$ cat config.mk
export PLATFORM = sky130hd
export DESIGN_NAME = intr_controller_flat
export DESIGN_NICKNAME = d
export VERILOG_FILES = /design/src/rtl/intr_controller_pkg.sv /design/src/rtl/intr_controller_if.sv /design/src/rtl/intr_controller_priority_enc.sv /design/src/rtl/intr_controller.sv /design/src/flat_wrapper.sv
export SDC_FILE = /design/constraint.sdc
export NUM_CORES = 1
export LEC_CHECK = 0
export ABC_AREA = 1
export CAP_MARGIN = 20
export CORE_MARGIN = 5
export CORE_UTILIZATION = 40
export DETAILED_ROUTE_END_ITERATION = 16
export PLACE_DENSITY_LB_ADDON = 0.05
export SLEW_MARGIN = 20
export SYNTH_ARGS = -nofsm -noshare
export SYNTH_HDL_FRONTEND = slang
export SYNTH_SLANG_ARGS = --single-unit
export TNS_END_PERCENT = 5
$ cat constraint.sdc
create_clock -name i_clk -period 1.7 [get_ports i_clk]
set_input_delay 0.34 -clock i_clk [delete_from_list [all_inputs] [get_ports i_clk]]
set_output_delay 0.34 -clock i_clk [all_outputs]
set_load 0.1 [all_outputs]
$ cat src/rtl/intr_controller_pkg.sv
// Shared definitions for the interrupt/exception front end: code widths,
// exception code values, FSM state encoding and source bit indices.
package intr_controller_pkg;

  localparam int DEF_HARD_SRC_NUM = 4;
  localparam int DEF_SOFT_SRC_NUM = 4;

  localparam int CODE_HARD_BITS = 3;
  localparam int CODE_SOFT_BITS = 3;

  // Hardware-side codes presented to the vector address decoder.
  typedef enum logic [CODE_HARD_BITS-1:0] {
    HC_NONE     = 3'd0,
    HC_RESET    = 3'd1,
    HC_TIMER    = 3'd2,
    HC_KEYBOARD = 3'd3,
    HC_ETHERNET = 3'd4,
    HC_IO       = 3'd5
  } hard_code_e;

  // Software exception codes presented to the vector address decoder.
  typedef enum logic [CODE_SOFT_BITS-1:0] {
    SC_NONE      = 3'd0,
    SC_ZERODIV   = 3'd1,
    SC_OVERFLOW  = 3'd2,
    SC_UNDERFLOW = 3'd3,
    SC_TRAP      = 3'd4
  } soft_code_e;

  typedef enum logic [2:0] {
    ST_RST     = 3'd0,
    ST_REQ_RST = 3'd1,
    ST_IDLE    = 3'd2,
    ST_REQ     = 3'd3,
    ST_SERVICE = 3'd4
  } state_e;

  // Bit positions inside the hard and soft request vectors.
  localparam int SRC_TIMER     = 0;
  localparam int SRC_KEYBOARD  = 1;
  localparam int SRC_ETHERNET  = 2;
  localparam int SRC_IO        = 3;
  localparam int SRC_ZERODIV   = 0;
  localparam int SRC_OVERFLOW  = 1;
  localparam int SRC_UNDERFLOW = 2;
  localparam int SRC_TRAP      = 3;

  // Hard source k maps to code TIMER+k; soft source k maps to ZERODIV+k.
  function automatic hard_code_e hard_code_of(input int idx);
    return hard_code_e'(CODE_HARD_BITS'(int'(HC_TIMER) + idx));
  endfunction

  function automatic soft_code_e soft_code_of(input int idx);
    return soft_code_e'(CODE_SOFT_BITS'(int'(SC_ZERODIV) + idx));
  endfunction

endpackage

$ cat src/rtl/intr_controller_if.sv
// CPU sequencer handshake: request, exception codes, in-service flag and ack.
// The controller drives the master side; the CPU sequencer is the slave.
interface intr_controller_if;
  import intr_controller_pkg::*;

  logic       intr_req;
  logic       intr_ack;
  logic       in_service;
  hard_code_e h_intr_code;
  soft_code_e s_intr_code;

  modport master (
    output intr_req,
    output h_intr_code,
    output s_intr_code,
    output in_service,
    input  intr_ack
  );

  modport slave (
    input  intr_req,
    input  h_intr_code,
    input  s_intr_code,
    input  in_service,
    output intr_ack
  );

endinterface

$ cat src/rtl/intr_controller_priority_enc.sv
// intr_priority_enc: combinational fixed-priority pick among eligible pending
// sources. Hard sources beat soft ones; lower index beats higher index.
// Produces the winner's code (the other code field NONE) and a one-hot winner.
module intr_priority_enc
  import intr_controller_pkg::*;
#(
  parameter int HARD_N = DEF_HARD_SRC_NUM,
  parameter int SOFT_N = DEF_SOFT_SRC_NUM
) (
  input  logic [HARD_N-1:0]        hard_elig,
  input  logic [SOFT_N-1:0]        soft_elig,
  output hard_code_e               hard_code,
  output soft_code_e               soft_code,
  output logic [HARD_N+SOFT_N-1:0] winner
);

  // Scan from lowest to highest priority so the last hit is the winner.
  always_comb begin
    // NOTE: every output gets a default first so no path infers a latch.
    hard_code = HC_NONE;
    soft_code = SC_NONE;
    winner    = '0;
    for (int k = SOFT_N - 1; k >= 0; k--) begin
      if (soft_elig[k]) begin
        hard_code          = HC_NONE;
        soft_code          = soft_code_of(k);
        winner             = '0;
        winner[HARD_N + k] = 1'b1;
      end
    end
    for (int k = HARD_N - 1; k >= 0; k--) begin
      if (hard_elig[k]) begin
        hard_code = hard_code_of(k);
        soft_code = SC_NONE;
        winner    = '0;
        winner[k] = 1'b1;
      end
    end
  end

endmodule

$ cat src/rtl/intr_controller.sv
// intr_controller: interrupt/exception front end ahead of the vector decoder.
// Latches hardware edges and software exception pulses, arbitrates, and
// presents one code at a time to the CPU with a req/ack handshake, then tracks
// the handler until eret. Issues the RESET code once after reset release.
// Optional feature macro: INTR_SOURCE_MASK_EN adds i_hard_mask (per-source
// hard masking; masked sources still latch and show on o_pending).
module intr_controller
  import intr_controller_pkg::*;
#(
  parameter int HARD_SRC_NUM = DEF_HARD_SRC_NUM,
  parameter int SOFT_SRC_NUM = DEF_SOFT_SRC_NUM
) (
  input  logic                                 i_clk,
  input  logic                                 i_rst_n,
  input  logic [HARD_SRC_NUM-1:0]              i_hard_irq,
  input  logic [SOFT_SRC_NUM-1:0]              i_soft_exc,
  input  logic                                 i_intr_en,
`ifdef INTR_SOURCE_MASK_EN
  input  logic [HARD_SRC_NUM-1:0]              i_hard_mask,
`endif
  input  logic                                 i_eret,
  intr_controller_if.master                    cpu,
  output logic [HARD_SRC_NUM+SOFT_SRC_NUM-1:0] o_pending
);

  localparam int SRC_N = HARD_SRC_NUM + SOFT_SRC_NUM;

  state_e                  state_q, state_d;
  logic [HARD_SRC_NUM-1:0] hard_prev_q;
  logic [SRC_N-1:0]        pending_q, pending_d;
  logic [SRC_N-1:0]        winner_q, winner_d;
  logic [SRC_N-1:0]        clr;
  logic                    req_q, req_d;
  logic                    svc_q, svc_d;
  hard_code_e              h_code_q, h_code_d;
  soft_code_e              s_code_q, s_code_d;

  logic [HARD_SRC_NUM-1:0] hard_edge;
  logic [HARD_SRC_NUM-1:0] hard_elig;
  logic [SOFT_SRC_NUM-1:0] soft_elig;
  hard_code_e              enc_h_code;
  soft_code_e              enc_s_code;
  logic [SRC_N-1:0]        enc_winner;

  assign hard_edge = i_hard_irq & ~hard_prev_q;

`ifdef INTR_SOURCE_MASK_EN
  assign hard_elig = pending_q[HARD_SRC_NUM-1:0] & {HARD_SRC_NUM{i_intr_en}} & ~i_hard_mask;
`else
  assign hard_elig = pending_q[HARD_SRC_NUM-1:0] & {HARD_SRC_NUM{i_intr_en}};
`endif
  assign soft_elig = pending_q[SRC_N-1:HARD_SRC_NUM];

  intr_priority_enc #(
    .HARD_N (HARD_SRC_NUM),
    .SOFT_N (SOFT_SRC_NUM)
  ) u_prio (
    .hard_elig (hard_elig),
    .soft_elig (soft_elig),
    .hard_code (enc_h_code),
    .soft_code (enc_s_code),
    .winner    (enc_winner)
  );

  // Clear the served bit first, then OR in new events so a same-cycle set wins.
  assign pending_d = (pending_q & ~clr) | {i_soft_exc, hard_edge};

  // Next-state and next-output logic of the request/service sequencer.
  always_comb begin
    state_d  = state_q;
    req_d    = req_q;
    svc_d    = svc_q;
    h_code_d = h_code_q;
    s_code_d = s_code_q;
    winner_d = winner_q;
    clr      = '0;
    case (state_q)
      ST_RST: begin
        req_d    = 1'b1;
        h_code_d = HC_RESET;
        s_code_d = SC_NONE;
        state_d  = ST_REQ_RST;
      end
      ST_REQ_RST: begin
        if (cpu.intr_ack) begin
          req_d    = 1'b0;
          h_code_d = HC_NONE;
          s_code_d = SC_NONE;
          svc_d    = 1'b1;
          state_d  = ST_SERVICE;
        end
      end
      ST_IDLE: begin
        if (|enc_winner) begin
          req_d    = 1'b1;
          h_code_d = enc_h_code;
          s_code_d = enc_s_code;
          winner_d = enc_winner;
          state_d  = ST_REQ;
        end
      end
      ST_REQ: begin
        // The latched winner is held; nothing that arrives later preempts it.
        if (cpu.intr_ack) begin
          clr      = winner_q;
          req_d    = 1'b0;
          h_code_d = HC_NONE;
          s_code_d = SC_NONE;
          svc_d    = 1'b1;
          state_d  = ST_SERVICE;
        end
      end
      ST_SERVICE: begin
        if (i_eret) begin
          svc_d   = 1'b0;
          state_d = ST_IDLE;
        end
      end
      default: state_d = ST_RST;
    endcase
  end

  // Sequencer state register.
  always_ff @(posedge i_clk or negedge i_rst_n) begin
    // NOTE: sequential state uses non-blocking (<=) so every flop samples pre-edge values.
    if (!i_rst_n) state_q <= ST_RST;
    else          state_q <= state_d;
  end

  // Registered handshake outputs, latched winner, pending bits and edge history.
  always_ff @(posedge i_clk or negedge i_rst_n) begin
    if (!i_rst_n) begin
      req_q       <= 1'b0;
      svc_q       <= 1'b0;
      h_code_q    <= HC_NONE;
      s_code_q    <= SC_NONE;
      winner_q    <= '0;
      pending_q   <= '0;
      hard_prev_q <= '0;
    end else begin
      req_q       <= req_d;
      svc_q       <= svc_d;
      h_code_q    <= h_code_d;
      s_code_q    <= s_code_d;
      winner_q    <= winner_d;
      pending_q   <= pending_d;
      hard_prev_q <= i_hard_irq;
    end
  end

  assign cpu.intr_req    = req_q;
  assign cpu.in_service  = svc_q;
  assign cpu.h_intr_code = h_code_q;
  assign cpu.s_intr_code = s_code_q;
  assign o_pending       = pending_q;

endmodule

$ cat src/flat_wrapper.sv
// flat-port wrapper written by rule: the top's interface ports become plain ports
module intr_controller_flat import intr_controller_pkg::*;
#(
  parameter int HARD_SRC_NUM = DEF_HARD_SRC_NUM,
  parameter int SOFT_SRC_NUM = DEF_SOFT_SRC_NUM
)
  (i_clk, i_rst_n, i_hard_irq, i_soft_exc, i_intr_en, i_eret, o_pending, cpu_intr_req, cpu_h_intr_code, cpu_s_intr_code, cpu_in_service, cpu_intr_ack);
  intr_controller_if cpu_i ();
  input  logic i_clk;
  input  logic i_rst_n;
  input  logic [HARD_SRC_NUM-1:0] i_hard_irq;
  input  logic [SOFT_SRC_NUM-1:0] i_soft_exc;
  input  logic i_intr_en;
  input  logic i_eret;
  output logic [HARD_SRC_NUM+SOFT_SRC_NUM-1:0] o_pending;
  output wire logic [$bits(cpu_i.intr_req)-1:0] cpu_intr_req;
  output wire logic [$bits(cpu_i.h_intr_code)-1:0] cpu_h_intr_code;
  output wire logic [$bits(cpu_i.s_intr_code)-1:0] cpu_s_intr_code;
  output wire logic [$bits(cpu_i.in_service)-1:0] cpu_in_service;
  input wire logic [$bits(cpu_i.intr_ack)-1:0] cpu_intr_ack;
  assign cpu_intr_req = cpu_i.intr_req;
  assign cpu_h_intr_code = cpu_i.h_intr_code;
  assign cpu_s_intr_code = cpu_i.s_intr_code;
  assign cpu_in_service = cpu_i.in_service;
  assign cpu_i.intr_ack = cpu_intr_ack;
  intr_controller #(.HARD_SRC_NUM(HARD_SRC_NUM), .SOFT_SRC_NUM(SOFT_SRC_NUM)) u_core (.i_clk(i_clk), .i_rst_n(i_rst_n), .i_hard_irq(i_hard_irq), .i_soft_exc(i_soft_exc), .i_intr_en(i_intr_en), .i_eret(i_eret), .cpu(cpu_i), .o_pending(o_pending));
endmodule
==> out/metrics.cfg <==
[global_route]
grt_max_degree=32
grt_first_pass_wirelength_mm=4.671
grt_pass1_vias=1084
antenna_found_initial=0
grt_util_all_layers_pct=13.85
overflow=0

[power]
power_per_cell_area_nw_per_um2=1425
power_leakage_nw=0.9627
ir_drop_mv=0.7033

[detailed_routing]
routedWlPerCell_um=11.43
drtIter0Drc=61
drt-total-wl_mm=2.742
vias=1101
route.detailed.drc=0
drt-pass1-iter-count=4
viasPerCell=4.588
drtAntennaViolNets=0

[clock_tree]
cts_made_buffers=5
cts.sinks=31
root_buffer=clkbuf_4
post_cts_resized=0
h-tree-depth=2
clock_path_buffers=2
clk_pin_slew_ns=0.09
cts_tree=done
cts_hold_buf=0
insertion_delay_ns=0.34
cts_setup_buffers=0

[critical_path]
cpPeakStageDelay_ns=0.40
crit_chain=inv_1 -> nor2_1 -> nand3_1 -> o21ai_0 -> o21ai_0
end_kind=register
worstRegToRegCells=5
critPathMaxFanout=8
worst-endpoint-arrival_ns=1.65
cp.buffers_inverters=1
worst_ep_required_time_ns=1.92
crit_top_cell=o21ai_0
crit_cells=5
cp_slowest_cell=dfrtp_1
path_class=reg -> reg
crit_path_start_kind=register
crit_family=simple AND/OR/NAND/NOR gates

[place]
postPlaceCellArea_um2=1872
finalWeightedCongestion=0.7866
dp_hpwl_mm=2.080
dp.cells=232
io_buffers=28

[logic_synthesis]
synth.cell_area_um2=1348
synth_seq_area_share_pct=57.57
synth-seq-cells=31
yosysWarnings=0
synth_cells=155
synth.distinct_cells=18
syn_nets=168
synth_area_per_cell_um2=8.694

[timing]
slew_headroom_pct=74.29
finalCritPeriodShare_pct=84.31
worst_pin_slew_ns=0.3856
slew_viol_final=0
skew_ns=0.006274
final-setup-viol-count=0
max_clock_freq_ghz=0.6977
rsz0062_at_grt=no
finalCriticalPeriod_ns=1.433
hold_viol=0

[die]
initial_core_util_pct=40.70
rows=21
core_um2=3311
die-area_um2=4629
die_h_um=68.04
pin_count=29
die-width_um=68.04

[final_layout]
final_area_um2=1941
layout_commonest_cell=nand2_1
stdcell_count=240
n_antenna_cell=0
nets=206
fill_cells=325
post_route_cells_drive_above_1_share_pct=23.20
final_cell_mix=46 x nand2_1, 25 x dfrtp_1, 24 x inv_1, 16 x buf_12, 12 x clkdlybuf4s50_1
synthToLayoutAreaGrowth_pct=44.01

[run_status]
status=finished clean

[flow_run]
max_cap_viol_count=0

[min_path]
min_path_type=in -> async

## cells in the mapped netlist, drive strengths merged
cell    instances  area [um^2]
nand3           9        50.05
dfrtp          31        775.7
nand3b          1        7.510
o21bai          4        30.03
a21oi           2        10.01
or2             1        6.260
buf             1        11.26
nand4           2        12.51
nand2          51        204.0
nor2           12        57.55
o21ai          17        92.59
inv            24        90.09
## state kept, by name, indices dropped and copies added, names as in the netlist
signal and flops:
u_core.o_pending 8, u_core.winner_q 8, u_core.hard_prev_q 4, u_core.cpu.h_intr_code 3, u_core.cpu.s_intr_code 3, u_core.state_q 3, u_core.cpu.in_service 1, u_core.cpu.intr_req 1
## cell families after synthesis
group / share of synthesized area, %
buffers and inverters: 7.521
AND/OR/NAND/NOR: 25.07
flip-flops: 57.57
AO/OA/AOI/OAI: 9.842
## area by class of cell
class | instances | area [um^2] | area share, %
multi-input cells | 99 | 470.5 | 24.24
well taps | 46 | 57.56 | 2.966
clock buffers | 8 | 68.82 | 3.546
flip-flops and latches | 31 | 783.3 | 40.36
repair buffers | 32 | 470.5 | 24.24
inverters | 24 | 90.09 | 4.642
## path summary, 6_finish.rpt
path,from,slack (ns),endpoint
max,u_core.state_q[0],0.27,u_core.o_pending[1]
min,i_rst_n,0.39,u_core.cpu.in_service
max reg2reg,u_core.state_q[0],0.27,u_core.o_pending[1]
min reg2reg,u_core.hard_prev_q[2],0.42,u_core.o_pending[2]
max in group asynchronous,i_rst_n,1.01,u_core.o_pending[0]
min in group i_clk,u_core.hard_prev_q[2],0.42,u_core.o_pending[2]
## per-layer routing
metal | up-vias | part of all wire, % | track usage, %
met5 | - | 0 | 0
met4 | 0 | 2.3 | 7.196
met3 | 9 | 7.1 | 5.255
met2 | 31 | 46 | 22.14
met1 | 503 | 45 | 16.08
li1 | 558 | - | -
## worst reg2reg max path, cell delays in order (launching register included)
cell,delay [ns]
dfrtp_1,0.40
inv_1,0.11
nor2_1,0.17
nand3_1,0.29
o21ai_0,0.24
o21ai_0,0.11
## metrics by stage
step / utilization, % / TNS (ns) / power (W) / hold slack, ns / setup slack [ns]
after global placement: 56.54 / -0.03678 / 0.002277 / 0.4083 / -0.01935
after floorplan: - / 0 / 0.001839 / 0.04441 / 0.01871
after global routing: 58.62 / 0 / 0.002921 / 0.4189 / 0.1118
after detailed placement: 56.54 / -0.4533 / 0.002298 / 0.4206 / -0.06730
final: 58.62 / 0 / 0.002765 / 0.3861 / 0.2668
after CTS: 58.62 / 0 / 0.002797 / 0.3884 / 0.2205
## power by group
part / switching (W) / internal, W / leakage (nW)
combinational: 0.000826 / 0.000426 / 0.560
sequential: 0.000137 / 0.000885 / 0.364
clock: 0.000248 / 0.000243 / 0.0386
Note: power is estimated with default switching activity, not from simulation.
